## src/rtl/dds_seq_pkg.sv

```systemverilog
// dds_seq_pkg: shared types and defaults for the DDS playback sequencer.
// Loop playback is compiled in with DDS_SEQ_LOOP_EN.
package dds_seq_pkg;

  localparam int ADDR_W_D   = 17;
  localparam int PERIOD_W_D = 16;

  typedef enum logic [1:0] {
    IDLE  = 2'd0,
    DELAY = 2'd1,
    RUN   = 2'd2
  } state_t;

  function automatic logic [PERIOD_W_D-1:0] period_eff(
    input logic [PERIOD_W_D-1:0] p
  );
    return (p == '0) ? PERIOD_W_D'(1) : p;
  endfunction

endpackage

```

## src/rtl/dds_seq_addr_gen.sv

```systemverilog
// dds_seq_addr_gen: one ROM address channel walking a [start,end] window.
// Part of dds_playback_sequencer (DDS_SEQ_LOOP_EN enables loop playback).
module dds_seq_addr_gen
  import dds_seq_pkg::*;
#(
  parameter int ADDR_W = ADDR_W_D
) (
  input  logic              clk,
  input  logic              reset,
  input  logic              step,
  input  logic              load,
  input  logic [ADDR_W-1:0] load_addr,
  input  logic [ADDR_W-1:0] win_start,
  input  logic [ADDR_W-1:0] win_end,
  output logic [ADDR_W-1:0] addr,
  output logic              wrap
);

  assign wrap = (addr == win_end);

  always_ff @(posedge clk) begin
    if (!reset) begin
      addr <= '0;
    end else if (load) begin
      addr <= load_addr;
    end else if (step) begin
      addr <= wrap ? win_start : addr + ADDR_W'(1);
    end
  end

endmodule

```

## src/rtl/dds_playback_sequencer.sv

```systemverilog
// dds_playback_sequencer: lock-step A/B ROM address sequencer for DDS playback.
// Define DDS_SEQ_LOOP_EN to add cfg_loops and multi-pass playback.
module dds_playback_sequencer
  import dds_seq_pkg::*;
#(
  parameter int ADDR_W   = ADDR_W_D,
  parameter int PERIOD_W = PERIOD_W_D,
  parameter int DELAY_W  = 32,
  parameter int LOOP_W   = 8,
  parameter int RD_LAT   = 1
) (
  input  logic                clk,
  input  logic                reset,
  input  logic                cfg_we,
  input  logic [ADDR_W-1:0]   cfg_start_addr,
  input  logic [ADDR_W-1:0]   cfg_end_addr,
  input  logic [PERIOD_W-1:0] cfg_period,
  input  logic [DELAY_W-1:0]  cfg_delay,
  input  logic [ADDR_W-1:0]   cfg_b_offset,
`ifdef DDS_SEQ_LOOP_EN
  input  logic [LOOP_W-1:0]   cfg_loops,
`endif
  input  logic                start,
  input  logic                stop,
  output logic                ena,
  output logic [ADDR_W-1:0]   addra,
  output logic [ADDR_W-1:0]   addrb,
  output logic                sample_valid,
  output logic                busy,
  output logic                done,
  output logic                err
);

  localparam logic [1:0] S_IDLE  = IDLE;
  localparam logic [1:0] S_DELAY = DELAY;
  localparam logic [1:0] S_RUN   = RUN;

  logic [1:0]          state;
  logic [ADDR_W-1:0]   start_q, end_q, off_q;
  logic [PERIOD_W-1:0] period_q, pcnt, p_m1;
  logic [DELAY_W-1:0]  delay_q, dcnt;
  logic [RD_LAT:0]     sv_sr;

  logic [ADDR_W-1:0]   e_start, e_end, e_off;
  logic [DELAY_W-1:0]  e_delay;
  logic idle, we_ok, bad, go, rej;
  logic in_dly, in_run, dly_hit, hold_done;
  logic a_wrap, b_wrap, last_pass, fin;
  logic step, load, upd;

  assign idle  = (state == S_IDLE);
  assign we_ok = cfg_we && idle;

  // A start in the same cycle as a config write sees the new values.
  assign e_start = we_ok ? cfg_start_addr : start_q;
  assign e_end   = we_ok ? cfg_end_addr   : end_q;
  assign e_off   = we_ok ? cfg_b_offset   : off_q;
  assign e_delay = we_ok ? cfg_delay      : delay_q;

  assign bad = (e_end < e_start) || (e_off > e_end - e_start);
  assign go  = idle && start && !stop && !bad;
  assign rej = idle && start && !stop && bad;

  assign p_m1 = PERIOD_W'(period_eff(PERIOD_W_D'(period_q))) - PERIOD_W'(1);

  assign in_dly    = (state == S_DELAY) && !stop;
  assign in_run    = (state == S_RUN) && !stop;
  assign dly_hit   = (dcnt >= delay_q - DELAY_W'(1));
  assign hold_done = (pcnt >= p_m1);

`ifdef DDS_SEQ_LOOP_EN
  logic [LOOP_W-1:0] loops_q, lcnt;
  assign last_pass = (lcnt >= loops_q);
`else
  assign last_pass = 1'b1;
`endif

  assign fin  = in_run && hold_done && a_wrap && last_pass;
  assign step = in_run && hold_done && !fin;
  assign load = (go && (e_delay == '0)) || (in_dly && dly_hit);
  assign upd  = load || step;

  assign ena          = (state == S_RUN);
  assign busy         = !idle;
  assign sample_valid = sv_sr[RD_LAT];

  always_ff @(posedge clk) begin
    if (!reset) begin
      state    <= S_IDLE;
      start_q  <= '0;
      end_q    <= '0;
      off_q    <= '0;
      period_q <= '0;
      delay_q  <= '0;
      pcnt     <= '0;
      dcnt     <= '0;
      sv_sr    <= '0;
      err      <= 1'b0;
      done     <= 1'b0;
`ifdef DDS_SEQ_LOOP_EN
      loops_q  <= '0;
      lcnt     <= '0;
`endif
    end else begin
      err   <= (cfg_we && !idle) || rej;
      done  <= fin;
      sv_sr <= stop ? '0 : {sv_sr[RD_LAT-1:0], upd};
      if (we_ok) begin
        start_q  <= cfg_start_addr;
        end_q    <= cfg_end_addr;
        off_q    <= cfg_b_offset;
        period_q <= cfg_period;
        delay_q  <= cfg_delay;
`ifdef DDS_SEQ_LOOP_EN
        loops_q  <= cfg_loops;
`endif
      end
      unique case (1'b1)
        stop: state <= S_IDLE;
        go: begin
          state <= (e_delay == '0) ? S_RUN : S_DELAY;
          dcnt  <= '0;
          pcnt  <= '0;
`ifdef DDS_SEQ_LOOP_EN
          lcnt  <= '0;
`endif
        end
        in_dly: begin
          if (dly_hit) begin
            state <= S_RUN;
            pcnt  <= '0;
          end else begin
            dcnt <= dcnt + DELAY_W'(1);
          end
        end
        in_run: begin
          if (hold_done) begin
            pcnt <= '0;
            if (a_wrap && last_pass) state <= S_IDLE;
`ifdef DDS_SEQ_LOOP_EN
            else if (a_wrap) lcnt <= lcnt + LOOP_W'(1);
`endif
          end else begin
            pcnt <= pcnt + PERIOD_W'(1);
          end
        end
        default: ;
      endcase
    end
  end

  dds_seq_addr_gen #(.ADDR_W(ADDR_W)) u_gen_a (
    .clk       (clk),
    .reset     (reset),
    .step      (step),
    .load      (load),
    .load_addr (e_start),
    .win_start (start_q),
    .win_end   (end_q),
    .addr      (addra),
    .wrap      (a_wrap)
  );

  dds_seq_addr_gen #(.ADDR_W(ADDR_W)) u_gen_b (
    .clk       (clk),
    .reset     (reset),
    .step      (step),
    .load      (load),
    .load_addr (e_start + e_off),
    .win_start (start_q),
    .win_end   (end_q),
    .addr      (addrb),
    .wrap      (b_wrap)
  );

  logic unused_b_wrap;
  assign unused_b_wrap = b_wrap;

endmodule

```

## config.mk

```make
export PLATFORM = sky130hd
export DESIGN_NAME = dds_playback_sequencer
export DESIGN_NICKNAME = d
export VERILOG_FILES = /design/src/rtl/dds_seq_pkg.sv /design/src/rtl/dds_seq_addr_gen.sv /design/src/rtl/dds_playback_sequencer.sv
export SDC_FILE = /design/constraint.sdc
export NUM_CORES = 1
export LEC_CHECK = 0
export CAP_MARGIN = 20
export CORE_MARGIN = 8
export CORE_UTILIZATION = 55
export CTS_CLUSTER_DIAMETER = 80
export DETAILED_ROUTE_END_ITERATION = 8
export PLACE_DENSITY = 0.86
export RECOVER_POWER = 50
export SLEW_MARGIN = 30
export SYNTH_ARGS = -nofsm -noshare
export SYNTH_HDL_FRONTEND = slang
export SYNTH_SLANG_ARGS = --single-unit
```

## constraint.sdc

```tcl
create_clock -name clk -period 12.4 [get_ports clk]
set_input_delay 3.1 -clock clk [delete_from_list [all_inputs] [get_ports clk]]
set_output_delay 3.1 -clock clk [all_outputs]
set_load 0.02 [all_outputs]
```

# == Yosys cells after proc, flatten, opt, wreduce, memory -nomap -nowiden ==
# Cells that the tools add are included.
# op_classes
n_addsub,8
magnitude_cmp,4
eq_ne,8
n_mux,21
n_bitwise,1
n_reduce_logical,32
# op_table
operator,count
$mux W17,9
$mux W32,2
$pmux W32 S2,1
$mux W16,3
$pmux W16 S3,1
$add A17 B1 Y17 const B,2
$eq A17 B17 Y1,2
$add A32 B1 Y32 const B,1
$ge A32 B32 Y1,1
$logic_not A32 Y1,1
$sub A32 B1 Y32 const B,1
$add A17 B17 Y17,1
$gt A17 B17 Y1,1
$lt A17 B17 Y1,1
$sub A17 B17 Y17,1
$add A16 B1 Y16 const B,1
$ge A16 B16 Y1,1
$logic_not A16 Y1,1
$sub A16 B1 Y16 const B,1
$logic_and A1 B1 Y1,13
$mux W2,4
$pmux W2 S4,1
$ne A2 B1 Y1 const B,3
$logic_not A1 Y1,4
12 further kinds,17
# word_totals
reg_bits,187
inputBits,104
wordCells,87

# == Logic depth before layout (Yosys ltp) ==
# Gate-level depths: netlist (run 1).
# logic_depth
word_depth,11
depth_mapped,31

# == Modules after synthesis ==
# Synthesis (run 1) repeated with hierarchy kept, for this count alone.
# unflattened
cells_unflattened,1851
area_unflattened_um2,14063.5
# by_module_without_submodules
mod,instances,cells_per_inst,area_each_um2
dds_playback_sequencer,1,1431,10988.0
dds_seq_addr_gen,2,210,1537.7

# == Worst setup path before layout (run 1) ==
# No wires, ideal clock.
# synth_timing
kind,input -> register
start,input cfg_we
end,register pcnt[10]
arrival_time_ns,8.713
t_required_ns,12.330
setup_slack_ns,3.616
stages,30
n_path_buf,7
path_cell_list,or3b_1 -> buf_6 -> buf_2 -> buf_2 -> buf_1 -> clkbuf_1 -> mux2i_1 -> ha_1 -> inv_1 -> ha_1 -> inv_1 -> a21oi_1 -> o311ai_0 -> a31oi_1 -> o211ai_1 -> a31oi_1 -> a21o_1 -> a21oi_1 -> xor2_1 -> ha_1 -> nand4_1 -> nor2_1 -> o31ai_1 -> a22oi_1 -> a211oi_4 -> buf_2 -> o22ai_1 -> clkbuf_1 -> o21ai_1 -> a21oi_1
# synth_between
elab_chain_len,9
elab_cells_between_ends,13
# synth_rtl
element,line_no,source
start: declaration,dds_playback_sequencer.sv:14,"input logic cfg_we,"
$logic_and A1 B1 Y1 *,dds_playback_sequencer.sv:52,assign we_ok = cfg_we && idle;
$mux W17,-,
$sub A17 B17 Y17,dds_playback_sequencer.sv:60,assign bad = (e_end < e_start) || (e_off > e_end - e_start);
$gt A17 B17 Y1,dds_playback_sequencer.sv:60,
$logic_or A1 B1 Y1 *,dds_playback_sequencer.sv:60,
$logic_not A1 Y1 *,dds_playback_sequencer.sv:61,assign go = idle && start && !stop && !bad;
$logic_and A1 B1 Y1 *,dds_playback_sequencer.sv:61,
$reduce_bool A3 Y1 (no line),-,
$reduce_and A2 Y1 (no line),-,
end signal: assignment,dds_playback_sequencer.sv:144,pcnt <= pcnt + PERIOD_W'(1);
end: declaration,dds_playback_sequencer.sv:40,"logic [PERIOD_W-1:0] period_q, pcnt, p_m1;"
# Mark *: on every way between the ends. The rest lies on a longest branch, timed or not.
# A chain may end at the register's enable or synchronous reset.

# == Worst setup path after layout (run 1) ==
# layout_timing
start,input cfg_we
end,register u_gen_a.addr[6]
# layout_between
elab_chain_len,10
elab_cells_between_ends,16
# layout_rtl
element,line_no,source
$logic_and A1 B1 Y1 *,dds_playback_sequencer.sv:52,
$mux W17,-,
$sub A17 B17 Y17,dds_playback_sequencer.sv:60,
$gt A17 B17 Y1,dds_playback_sequencer.sv:60,
$logic_or A1 B1 Y1,dds_playback_sequencer.sv:60,
$logic_not A1 Y1,dds_playback_sequencer.sv:61,
$logic_and A1 B1 Y1,dds_playback_sequencer.sv:61,
$logic_and A1 B1 Y1,dds_playback_sequencer.sv:80,assign load = (go && (e_delay == '0)) || (in_dly && dly_hit);
$logic_or A1 B1 Y1,dds_playback_sequencer.sv:80,
$mux W17 / $reduce_bool A2 Y1 (equally long branches),-,
end signal: assignment,dds_seq_addr_gen.sv:25,addr <= load_addr;
end signal: assignment,dds_seq_addr_gen.sv:27,addr <= wrap ? win_start : addr + ADDR_W'(1);
end: declaration,dds_seq_addr_gen.sv:15,"output logic [ADDR_W-1:0] addr,"
# Marked as above.

==> results of run 1 <==
[per-layer routing]
metal	GRT usage, %	share of wire [%]	routed length [um]	vias to the layer above
met5	0	0.030	12	-
li1	-	-	-	6337
met1	33.3	42	16600	6170
met3	4.59	7.0	2800	97
met4	11.2	3.5	1390	2
met2	45.1	48	18900	529
[Yosys cell counts (13+ instances only)]
master | instances | area share (%)
nand2_1 | 277 | 7.9
dfxtp_1 | 187 | 29
a21oi_1 | 186 | 7.1
nor2_1 | 124 | 3.5
ha_1 | 96 | 9.2
xnor2_1 | 82 | 5.5
clkbuf_1 | 70 | 2.0
inv_1 | 53 | 1.5
nand3_1 | 53 | 2.0
xor2_1 | 44 | 2.9
o21ai_0 | 42 | 1.6
nor3_1 | 39 | 1.5
mux2i_1 | 36 | 2.7
and3_1 | 30 | 1.4
or3_1 | 26 | 1.2
nand4_1 | 25 | 1.2
a21o_1 | 24 | 1.4
o21a_1 | 23 | 1.3
or4_1 | 23 | 1.3
nor4_1 | 22 | 1.0
a31oi_1 | 20 | 0.95
o21ai_1 | 18 | 0.69
o31ai_1 | 18 | 1.0
nand2b_1 | 17 | 0.81
nor2b_1 | 17 | 0.81
a22oi_1 | 13 | 0.74
nand3b_1 | 13 | 0.74
[how the worst max path moves through the flow]
stage               depth (start not counted)                      endpoint  slack [ns]   start
floorplan                                  30         pcnt[10]$_SDFFE_PN0P_        3.62  cfg_we
global placement                           24         dcnt[27]$_SDFFE_PN0P_        2.77  cfg_we
detailed placement                         24         dcnt[27]$_SDFFE_PN0P_        2.56  cfg_we
CTS                                        24         dcnt[27]$_SDFFE_PN0P_        2.97  cfg_we
global route                               25  u_gen_a.addr[1]$_SDFFE_PN0P_        2.39  cfg_we
finish                                     25  u_gen_a.addr[6]$_SDFFE_PN0P_        2.82  cfg_we
[cells by family (layout without fill, tap and decap cells)]
group / after synthesis / in the layout / synth area share (%)
AND/OR/NAND/NOR: 697 / 697 / 25.7
AO/OA/AOI/OAI: 430 / 430 / 20.7
flip-flops: 187 / 187 / 28.5
buffers and inverters: 141 / 239 / 4.34
XOR/XNOR: 126 / 126 / 8.41
adder cells (fa/ha/maj): 100 / 100 / 9.46
multiplexers: 37 / 37 / 2.83
[area by class of cell]
| cell class | instances | area (um2) | area share [%] |
|---|---|---|---|
| multi-input combinational | 1390 | 8840 | 57.9 |
| sequential | 187 | 3740 | 24.5 |
| timing repair buffer | 153 | 1500 | 9.81 |
| clock buffer | 18 | 439 | 2.88 |
| tap | 319 | 399 | 2.62 |
| inverter | 54 | 204 | 1.34 |
| clock inverter | 14 | 138 | 0.902 |
[power groups by stage]
stage | clock network (mW) | logic (mW) | registers, mW
floorplan | 0 | 0.361 | 0.655
global placement | 0 | 0.478 | 0.665
detailed placement | 0 | 0.490 | 0.666
CTS | 0.556 | 0.494 | 0.652
global route | 0.582 | 0.555 | 0.657
finish | 0.549 | 0.501 | 0.654
[worst register-to-register path, stage by stage, from the launching register on]
cell,delay [ns]
dfxtp_1,0.50
or3b_4,0.77
mux2i_1,0.34
ha_1,0.18
inv_1,0.05
ha_1,0.18
inv_1,0.13
a21oi_1,0.10
o311ai_0,0.44
a31oi_1,0.26
o211ai_1,0.31
a31oi_1,0.19
a21o_1,0.21
a21oi_1,0.17
xor2_1,0.09
ha_1,0.30
nand4_1,0.15
nor2_1,0.18
o31ai_1,0.10
a22oi_1,0.41
a211oi_4,0.17
a21boi_1,0.81
buf_4,0.35
o32a_1,0.16
a21oi_1,0.06
[sequential cells by signal, indices dropped and copies added, names as in the netlist, named ones only]
| signal | count |
|---|---|
| state | 2 |
| end_q | 16 |
| delay_q | 32 |
| u_gen_a.addr | 17 |
| u_gen_b.addr | 17 |
| pcnt | 16 |
| done | 1 |
| dcnt | 32 |
| start_q | 17 |
| err | 1 |
| off_q | 17 |
| period_q | 16 |
| sv_sr | 2 |
[per-stage QoR]
stage | utilization (%) | area, um2 | instances | hold slack (ns) | setup WS, ns
final | 65.0 | 15300 | 2135 | 0.464 | 2.82
after detailed placement | 62.5 | 14700 | 2103 | 0.451 | 2.56
after CTS | 65.0 | 15300 | 2135 | 0.466 | 2.97
after global placement | 62.5 | 14700 | 2103 | 0.450 | 2.77
after global routing | 65.0 | 15300 | 2135 | 0.480 | 2.39
after floorplan | - | 13100 | 1718 | 0.444 | 3.62
==> impl_metrics.yaml, run 1 <==
clock_tree:
  root_buffer: "clkbuf_16"
  clk_path_buf_depth: 2
  clock-sinks: 187
  cts_made_buffers: 17
  worstSkewPairLatency_ns: 0.44
  ctsResizeCount: 0
  cts_hold_repair.buffers: 0
  cts-htree-levels: 4
  cts.clk_slew.worst_paths_ns: 0.07
  cts_tree: "built"
  postCtsSetupBuffers: 0
setup_path:
  reg2reg_to: "u_gen_a.addr[6]$_SDFFE_PN0P_"
  r2r-start: "state[1]$_SDFFE_PN0P_"
  start_kind: "input port"
  crit_slowest_cell: "or3b_4"
  cp_top_family: "compound AO/OA/AOI/OAI gates"
  end_kind: "flop"
  crit_arrival_ns: 9.75
  r2r_slack_ns: 5.51
  cp_slowest_stage_delay_ns: 0.83
  cp_max_fo: 57
  rr_worst_depth: 24
  crit_type: "in2reg"
  cp.required_ns: 12.56
  critPathBufInv: 4
layout:
  final_common_cell: "nand2_1"
  area_growth_pct: 16.3
  fillers: 2005
  layout_common_cells: "nand2_1, dfxtp_1, a21oi_1"
  layout.nets: 2003
  antenna_cells: 0
  layout-drive-gt1-share_pct: 3.91
detailed_routing:
  drt-total-wl_um: 39700
  drt-pass1-iter-count: 5
  ant_nets: 0
  drtIter0Drc: 1201
  wl_per_cell_um: 18.6
  num_vias: 13100
  drc_errors: 0
  vias_per_cell: 6.15
global_route:
  grt_start_max_net_pins: 74
  grt_pass1_wl_um: 63000
  antenna_found_initial: 1
  grt_overflow: 0
  grt_pass1_vias: 12400
  grtUsageTotal_pct: 26.8
die:
  die_w_um: 170
  start_util_pct: 55.9
  core_area_um2: 23500
  die_h_um: 170
  row_count: 56
  ios: 143
  die_area_um2: 29100
placement:
  dp_hpwl_um: 29300
  gp_congestion: 0.929
  port_buffers: 142
power:
  ir_drop_v: 0.0000792
  p_leak_nw: 6.23
  clockPowerShare_pct: 32.2
  netSwitchingFraction_pct: 33.9
  power_mw: 1.70
  p_seq_share_pct: 38.4
  p_per_area_nw_per_um2: 112
  combPwrFrac_pct: 29.4
  p_int_mw: 1.13
  power.switching_mw: 0.578
logic_synthesis:
  synth_cells: 1718
  synth_edf_count: 0
  seq_area_frac_synth_pct: 28.5
  synth.distinct_cells: 82
  async_flop_share_pct: 0
  yosys_register_bits: 187
  postSynthAreaPerCell_um2: 7.64
  syn_nets: 1918
  synth_flop_cell: "dfxtp_1"
  ys_warn_count: 0
  syn_area_um2: 13100
timing:
  fin_worst_skew_ns: 0.0133
  fmax_mhz: 104
  slew_violations: 147
  setup_viol: 0
  period_needed_ns: 9.58
  tightest_slew_ns: 3.54
  slew_headroom_pct: -136
  rsz0062_at_grt: "false"
  tns_ns: 0
  hold_violations: 0
  timing.final.crit_share_pct: 77.3
run_status:
  status: "finished with violations"
  failed_checks: "capacitance limit, slew limit"
hold_path:
  hold_depth: 2
  hp-start: "off_q[10]$_SDFF_PN0_"
  min_to: "off_q[10]$_SDFF_PN0_"
  hp-class: "reg2reg"
run:
  drv_cap: 2
No activity file was read; power rests on OpenSTA's default activity.
==> run 2: changes to the inputs <==
--- a/config.mk
+++ b/config.mk
@@ -7,10 +7,10 @@
 export LEC_CHECK = 0
 export CAP_MARGIN = 20
 export CORE_MARGIN = 8
-export CORE_UTILIZATION = 55
+export CORE_UTILIZATION = 52
 export CTS_CLUSTER_DIAMETER = 80
 export DETAILED_ROUTE_END_ITERATION = 8
-export PLACE_DENSITY = 0.86
+export PLACE_DENSITY = 0.85
 export RECOVER_POWER = 50
 export SLEW_MARGIN = 30
 export SYNTH_ARGS = -nofsm -noshare
==> constraint.sdc (replaced) <==
create_clock -name clk -period 8.4 [get_ports clk]
set_input_delay 2.1 -clock clk [delete_from_list [all_inputs] [get_ports clk]]
set_output_delay 2.1 -clock clk [all_outputs]
set_load 0.02 [all_outputs]
==> run 2 against run 1 <==
  * The run still ends with capacitance limit, slew limit left
  * Total power up 50%
  * Register-to-register slack worse by 3.2 ns
  * Largest cell class unchanged
  * Final area up 1.0%
  * Via count up 0.80%
  * Setup slack worse by 2.2 ns
  * Cell count up 1.4%
  * Critical path depth up 1
  * Sequential cell count unchanged
  * Sequential share of layout area down 0.25 points
  * Core utilization down 3.2 points
  * Largest power group unchanged
  * Critical endpoint is now pcnt[4]$_SDFFE_PN0P_
==> impl_metrics.yaml, run 2 (synthesis results as in run 1) <==
clock_tree:
  postCtsSetupBuffers: 0
  cts_made_buffers: 17
  cts_tree: "built"
  cts.clk_slew.worst_paths_ns: 0.07
  cts-htree-levels: 4
  cts_hold_repair.buffers: 0
  ctsResizeCount: 0
  clk_path_buf_depth: 2
  worstSkewPairLatency_ns: 0.45
  clock-sinks: 187
  root_buffer: "clkbuf_16"
layout:
  final_common_cell: "nand2_1"
  top_regs: "dcnt x32, delay_q x32"
  area_growth_pct: 17.5
  layout-drive-gt1-share_pct: 4.69
  fillers: 2191
  layout.nets: 2020
  layout_common_cells: "nand2_1, dfxtp_1, a21oi_1"
  stdcell_area_um2: 15400
  stdcell_count: 2164
placement:
  gp_congestion: 0.992
  port_buffers: 142
  dp_hpwl_um: 30100
  place_area_um2: 14800
  dp.cells: 2131
detailed_routing:
  wl_met2_um: 18900
  highest_layer: "met5"
  dr_wl_met3_um: 3290
  drtIter0Drc: 1125
  drc_errors: 0
  drt-pass1-iter-count: 5
  wl_per_cell_um: 18.5
  vias_per_cell: 6.12
  drt-total-wl_um: 40100
  ant_nets: 0
  wl_met1_um: 16700
  num_vias: 13200
timing:
  rsz0062_at_grt: "false"
  timing.final.crit_share_pct: 93.1
  hold_violations: 0
  tightest_slew_ns: 1.74
  fmax_mhz: 128
  fin_worst_skew_ns: 0.0151
  slew_violations: 51
  whs_ns: 0.465
  period_needed_ns: 7.82
  setup_viol: 0
  tns_ns: 0
  slew_headroom_pct: -16.6
global_route:
  grt_pass1_vias: 12800
  grtUsageTotal_pct: 25.7
  antenna_found_initial: 1
  grt_start_max_net_pins: 96
  grt_pass1_wl_um: 65200
  grt_overflow: 0
power:
  netSwitchingFraction_pct: 34.6
  power.switching_mw: 0.882
  ir_drop_v: 0.000106
  power_mw: 2.55
  clockPowerShare_pct: 32.8
  combPwrFrac_pct: 29.3
  p_per_area_nw_per_um2: 165
  p_seq_share_pct: 37.8
  p_int_mw: 1.67
  p_leak_nw: 6.31
die:
  ios: 143
  die_h_um: 175
  die_w_um: 175
  core_area_um2: 25000
  start_util_pct: 52.6
  die_area_um2: 30600
  row_count: 58
setup_path:
  rr_worst_depth: 18
  start_kind: "input port"
  crit_arrival_ns: 8.19
  cp_max_fo: 24
  crit_type: "in2reg"
  end_kind: "flop"
  cp.required_ns: 8.76
run_status:
  status: "finished with violations"
  failed_checks: "capacitance limit, slew limit"
run:
  drv_cap: 1
hold_path:
  hold_depth: 2
  hp-class: "reg2reg"
==> run 2: changes by cell type in the layout (fill, tap and decap cells not counted), moves of 2 or more <==
cell / change
clkdlybuf4s50_1: +3
clkinv_2: -2
dlygate4sd3_1: -3
inv_8: +3
buf_4: +14
==> run 2: worst paths after layout <==
check / from / to / slack (ns)
setup / recovery: cfg_we / pcnt[4]$_SDFFE_PN0P_ / 0.58
hold / removal: off_q[7]$_SDFF_PN0_ / off_q[7]$_SDFF_PN0_ / 0.47
setup reg to reg: delay_q[6]$_SDFF_PN0_ / dcnt[30]$_SDFFE_PN0P_ / 2.35
hold reg to reg: off_q[7]$_SDFF_PN0_ / off_q[7]$_SDFF_PN0_ / 0.47
==> run 2: critical path, stage by stage <==
cell           delay (ns)
dlygate4sd3_1        0.58
or3b_1               0.53
buf_4                0.30
a21oi_1              0.18
a21oi_1              0.06
ha_1                 0.21
inv_1                0.13
a21oi_1              0.10
o311ai_0             0.43
a31oi_1              0.26
o211ai_1             0.31
a31oi_1              0.17
a21o_1               0.21
a21oi_1              0.16
xor2_1               0.09
ha_1                 0.30
nand4_1              0.12
nor2_1               0.17
o31ai_1              0.10
a22oi_1              0.44
a211oi_4             0.10
buf_4                0.23
o22ai_1              0.37
buf_4                0.27
o21ai_0              0.12
a21oi_1              0.13
==> run 2: layout make-up <==
class                           instances  area [um2]  share of cell area [%]
Antenna cell                            1        2.50                  0.0162
Clock buffer                           17         425                    2.76
Clock inverter                         15         170                    1.10
Inverter                               54         204                    1.32
Multi-Input combinational cell       1390        8820                    57.2
Sequential cell                       187        3740                    24.3
Tap cell                              330         413                    2.68
Timing Repair Buffer                  170        1640                    10.6
==> run 2: per-layer routing <==
metal / up-vias / GRT usage (%)
met2: 564 / 43.2
met3: 91 / 5.22
met5: - / 0
met1: 6226 / 31.8
li1: 6357 / -
met4: 2 / 9.64
==> run 2: power groups by stage <==
stage	sequential [mW]	combinational (mW)	clock, mW
final	0.965	0.748	0.838
after global routing	0.970	0.827	0.885
after global placement	0.982	0.720	0
after floorplan	0.967	0.533	0
after detailed placement	0.984	0.734	0
after CTS	0.963	0.741	0.842
==> run 2: stage by stage <==
step	setup WS, ns	utilization, %
3_5_place_dp	0.346	59.4
3_3_place_gp	0.508	59.4
4_1_cts	0.743	61.8
2_1_floorplan	0.616	-
6_report	0.576	61.8
5_1_grt	0.0847	61.7
==> run 3: changes to the inputs <==
--- a/config.mk
+++ b/config.mk
@@ -10,9 +10,11 @@
 export CORE_UTILIZATION = 52
 export CTS_CLUSTER_DIAMETER = 80
 export DETAILED_ROUTE_END_ITERATION = 8
+export HOLD_SLACK_MARGIN = 0.06
 export PLACE_DENSITY = 0.85
 export RECOVER_POWER = 50
 export SLEW_MARGIN = 30
 export SYNTH_ARGS = -nofsm -noshare
 export SYNTH_HDL_FRONTEND = slang
 export SYNTH_SLANG_ARGS = --single-unit
+export TNS_END_PERCENT = 30
==> results of run 3 <==
No change in the layout: final DEF, timing and power equal those of run 2.
